File: src/rtl/key_event.sv
// Turns a debounced key level into single-cycle press / release / short / long /
// auto-repeat event pulses, plus a registered held flag.
module key_event #(
    parameter int CNT_W      = 27,
    parameter int LONG_CNT   = 100000000,
    parameter int REPEAT_CNT = 20000000
) (
    input  logic clock,
    input  logic reset,
    input  logic level,
    output logic press,
    // release/repeat are reserved words, hence the _pulse suffix on these two
    output logic release_pulse,
    output logic short_press,
    output logic long_press,
    output logic repeat_pulse,
    output logic held
);

    typedef enum logic [1:0] {
        IDLE    = 2'd0,
        PRESSED = 2'd1,
        LONG    = 2'd2
    } state_t;

    localparam logic [CNT_W-1:0] LONG_LAST   = CNT_W'(LONG_CNT - 1);
    localparam logic [CNT_W-1:0] REPEAT_LAST = CNT_W'(REPEAT_CNT - 1);
    localparam bit               REPEAT_EN   = (REPEAT_CNT != 0);

    state_t           state;
    logic [CNT_W-1:0] count;

    always_ff @(posedge clock) begin
        if (reset) begin
            state         <= IDLE;
            count         <= '0;
            press         <= 1'b0;
            release_pulse <= 1'b0;
            short_press   <= 1'b0;
            long_press    <= 1'b0;
            repeat_pulse  <= 1'b0;
            held          <= 1'b0;
        end else begin
            press         <= 1'b0;
            release_pulse <= 1'b0;
            short_press   <= 1'b0;
            long_press    <= 1'b0;
            repeat_pulse  <= 1'b0;

            case (state)
                IDLE: begin
                    if (level) begin
                        press <= 1'b1;
                        held  <= 1'b1;
                        count <= '0;
                        state <= PRESSED;
                    end
                end

                // a release seen on this edge wins over the long-press terminal count
                PRESSED: begin
                    if (!level) begin
                        release_pulse <= 1'b1;
                        short_press   <= 1'b1;
                        held          <= 1'b0;
                        state         <= IDLE;
                    end else if (count == LONG_LAST) begin
                        long_press <= 1'b1;
                        count      <= '0;
                        state      <= LONG;
                    end else begin
                        count <= count + 1'b1;
                    end
                end

                LONG: begin
                    if (!level) begin
                        release_pulse <= 1'b1;
                        held          <= 1'b0;
                        state         <= IDLE;
                    end else if (REPEAT_EN) begin
                        if (count == REPEAT_LAST) begin
                            repeat_pulse <= 1'b1;
                            count        <= '0;
                        end else begin
                            count <= count + 1'b1;
                        end
                    end
                end

                default: begin
                    held  <= 1'b0;
                    count <= '0;
                    state <= IDLE;
                end
            endcase
        end
    end

endmodule

File: config.mk
export PLATFORM = sky130hd
export DESIGN_NAME = key_event
export DESIGN_NICKNAME = d
export VERILOG_FILES = /design/src/rtl/key_event.sv
export SDC_FILE = /design/constraint.sdc
export NUM_CORES = 1
export LEC_CHECK = 0
export ABC_AREA = 1
export CORE_UTILIZATION = 50
export DETAILED_ROUTE_END_ITERATION = 16
export DONT_BUFFER_PORTS = 1
export GPL_TIMING_DRIVEN = 0
export PLACE_DENSITY_LB_ADDON = 0.15
export SYNTH_ARGS = -nofsm -noshare
export SYNTH_HDL_FRONTEND = slang
export SYNTH_SLANG_ARGS = --single-unit
File: constraint.sdc
create_clock -name clock -period 5.3 [get_ports clock]
set_clock_uncertainty 0.15 [all_clocks]
set_input_delay 0.265 -clock clock [delete_from_list [all_inputs] [get_ports clock]]
set_output_delay 0.265 -clock clock [all_outputs]
set_load 0.005 [all_outputs]
==> results by group <==
Synth
  • Gate Count Post-Synth: 297
  • Synth top area share: 35.6%
  • Flop and latch count out of synthesis: 35
  • EDFF count, synth: 0
  • Yosys top cell by area: dfxtp_1
  • Avg Cell Area, Syn: 6.63 um2
  • Ys async rst share: 0%
  • Synth unique cells: 24
  • Net Count, Synth: 305
  • Synth Flop Type: dfxtp_1
  • Synth cell count leaders: nand2_1 (64), nor2_1 (63), inv_1 (38)
  • Count leader, synth: nand2_1
  • Sequential area share after synthesis: 35.6%
  • Synthesized cell area: 1970 um2
  • Top post-synthesis cells by area: dfxtp_1 (36%), nand2_1 (12%), nor2_1 (12%)
  • Synth warn: 0

Final layout
  • Fillers: 387
  • Layout cells sized above 1: 7.19%
  • FF+latch area: 701 um2
  • Final-stage net count: 313
  • Ant diodes: 0
  • Cell area after layout: 2120 um2
  • Area of the multi-input gates: 1080 um2
  • Area growth from synthesis to layout: 7.69%

Clocking
  • Clock transition at the registers of the reported paths: 70 ps
  • PostCTS Resize Cnt: 0
  • Post-CTS Hold Buffers: 1
  • Clk sink count: 35
  • Post-CTS setup buffer count: 0
  • H-Tree Depth: 2
  • Worst-skew pair later-pin latency: 290 ps
  • Clock root cell: clkbuf_8
  • CTS buffer count: 5
  • CTS tree: built
  • Max Root-Sink Buffers: 2

Run status
  • Outcome: complete, no violations

Timing
  • Setup_tns: 0 ps
  • Tcrit/Tclk final: 39.7%
  • RSZ-0062 raised after global routing: false
  • Slew HR: 72.9%
  • Worst-Margin Slew: 406 ps
  • Final period demand of the worst path: 2110 ps
  • Final setup viols: 0
  • Slew Viols, Final: 0
  • Max Fclk: 0.475 GHz
  • Final Hold Vio Count: 0

Placement
  • Port Buffers: 0
  • GPL Wtd Cong: 0.905
  • DP HPWL: 3.27 mm
  • DP Area: 2030 um2

Global route
  • First-pass GRT wire length: 7.47 mm
  • Initial antenna violation count: 0
  • Number of global-route vias before repair: 1638
  • GR Overflow Total: 0
  • Largest net degree at the start of global routing: 11
  • Overall routing resource usage: 23.4%

Floorplan
  • Total core area: 3720 um2
  • Boundary pin count: 9
  • Die width: 64.8 um
  • Row count: 22
  • Initial Utilization: 53.0%
  • Die Ht: 64.8 um
  • DIE AREA: 4190 um2

Routing
  • Via Count: 1748
  • Routed Antenna Nets: 0
  • DRT Pass-1 Iters: 4
  • DRC viols: 0
  • DRT Wirelength: 4.26 mm
  • Wire length per cell: 12.0 um
  • DRT iter0 DRCs: 131
  • Via density: 4.94

Setup path
  • Startpoint types: register
  • Reg2reg setup slack: 3190 ps
  • Crit path arrival time: 2130 ps
  • CP peak stage delay: 380 ps
  • Slowest cell on crit path: dfxtp_1
  • Crit path kind: reg2reg
  • Crit-path cells: inv_1 > ha_1 > inv_1 > nand3_1 > nand2_2 > nand3_1 > nor3_2 > xor2_1 > nor2_1
  • Maximum fanout along the worst path: 5
  • Critical Path Sink Type: register
  • Worst Path Required: 5330 ps

Power and ir drop
  • Leakage Power: 0.763 nW
  • P per Cell Area: 237 nW/um2
  • Clock Power Share: 37.5%
  • Sw Share: 25.5%
  • Int Pwr: 375 uW
  • Seq pwr share: 53.7%
  • Share of total power in combinational logic: 8.8%
  • Maximum vdd drop: 0.000151 V
  • Sw power: 128 uW

Flow run
  • Max_cap viols: 0

Min path
  • Hold Path Class: in2reg
-- flip-flops by register name (all words and copies together), names as in the netlist --
register       flops
short_press        1
release_pulse      1
count             27
held               1
state              2
long_press         1
press              1
repeat_pulse       1
-- layout make-up --
cell class                      count  share of cell area (%)
Timing Repair Buffer                1                   0.472
Inverter                           38                    6.73
Tap cell                           48                    2.83
Sequential cell                    35                    33.0
Buffer                              6                    2.24
Multi-Input combinational cell    218                    50.9
Clock buffer                        7                    3.60
Clock inverter                      1                   0.236
-- final timing paths --
path / from / endpoint / depth (start not counted)
max: state[0]$_SDFFE_PP0P_ / count[14]$_SDFFE_PP0P_ / 9
max reg2reg: state[0]$_SDFFE_PP0P_ / count[14]$_SDFFE_PP0P_ / 9
min: level / held$_SDFFE_PP0P_ / 2
min reg2reg: state[1]$_SDFFE_PP0P_ / state[1]$_SDFFE_PP0P_ / 2
-- power groups by stage --
stage               clock (mW)  combinational (mW)  sequential, mW
floorplan                    0              0.0351           0.276
global placement             0              0.0430           0.276
detailed placement           0              0.0436           0.276
CTS                      0.191              0.0445           0.270
global route             0.203              0.0512           0.271
finish                   0.189              0.0443           0.270
-- cells by family after synthesis --
family	count (synthesis)	synth area share [%]
DFF	35	35.6
xor gates and xnor gates	17	7.56
AOI/OAI and AO/OA	17	4.45
adders and majority gates	5	3.18
buffers and inverters	44	9.66
and+or+nand+nor	179	39.6
-- per-stage QoR --
stage | setup slack, ps | instances | utilization, % | power, mW | hold slack, ps
6_report | 3190 | 354 | 57.1 | 0.503 | 36.1
3_5_place_dp | 3250 | 345 | 54.6 | 0.320 | 198
3_3_place_gp | 3230 | 345 | 54.6 | 0.319 | 196
5_1_grt | 3020 | 354 | 57.1 | 0.525 | 61.4
2_1_floorplan | 3590 | 297 | - | 0.311 | 194
4_1_cts | 3220 | 354 | 57.1 | 0.506 | 36.5
-- worst max-delay path: cells and delay by family (launching register included) --
kind | cells | cell delay, ps
XOR/XNOR | 1 | 240
adder cells (fa/ha/maj) | 1 | 230
buffers and inverters | 2 | 180
flip-flops | 1 | 380
AND/OR/NAND/NOR | 5 | 810
-- cells in the final DEF, fill, tap and decap left out, types with 6 or more instances in the layout --
cell,instances
a21oi_1,8
o21ai_0,6
nand3_1,18
xor2_1,14
dfxtp_1,35
nor2_1,63
nand2_1,64
inv_1,38
nor3_1,14
-- routing by layer --
| layer | global-route usage, % | wire length (um) |
|---|---|---|
| met5 | 0 | 0 |
| met4 | 7.50 | 38 |
| met3 | 4.75 | 197 |
| met2 | 36.7 | 1920 |
| met1 | 31.7 | 2100 |
Note: power is estimated with default switching activity, not from simulation.
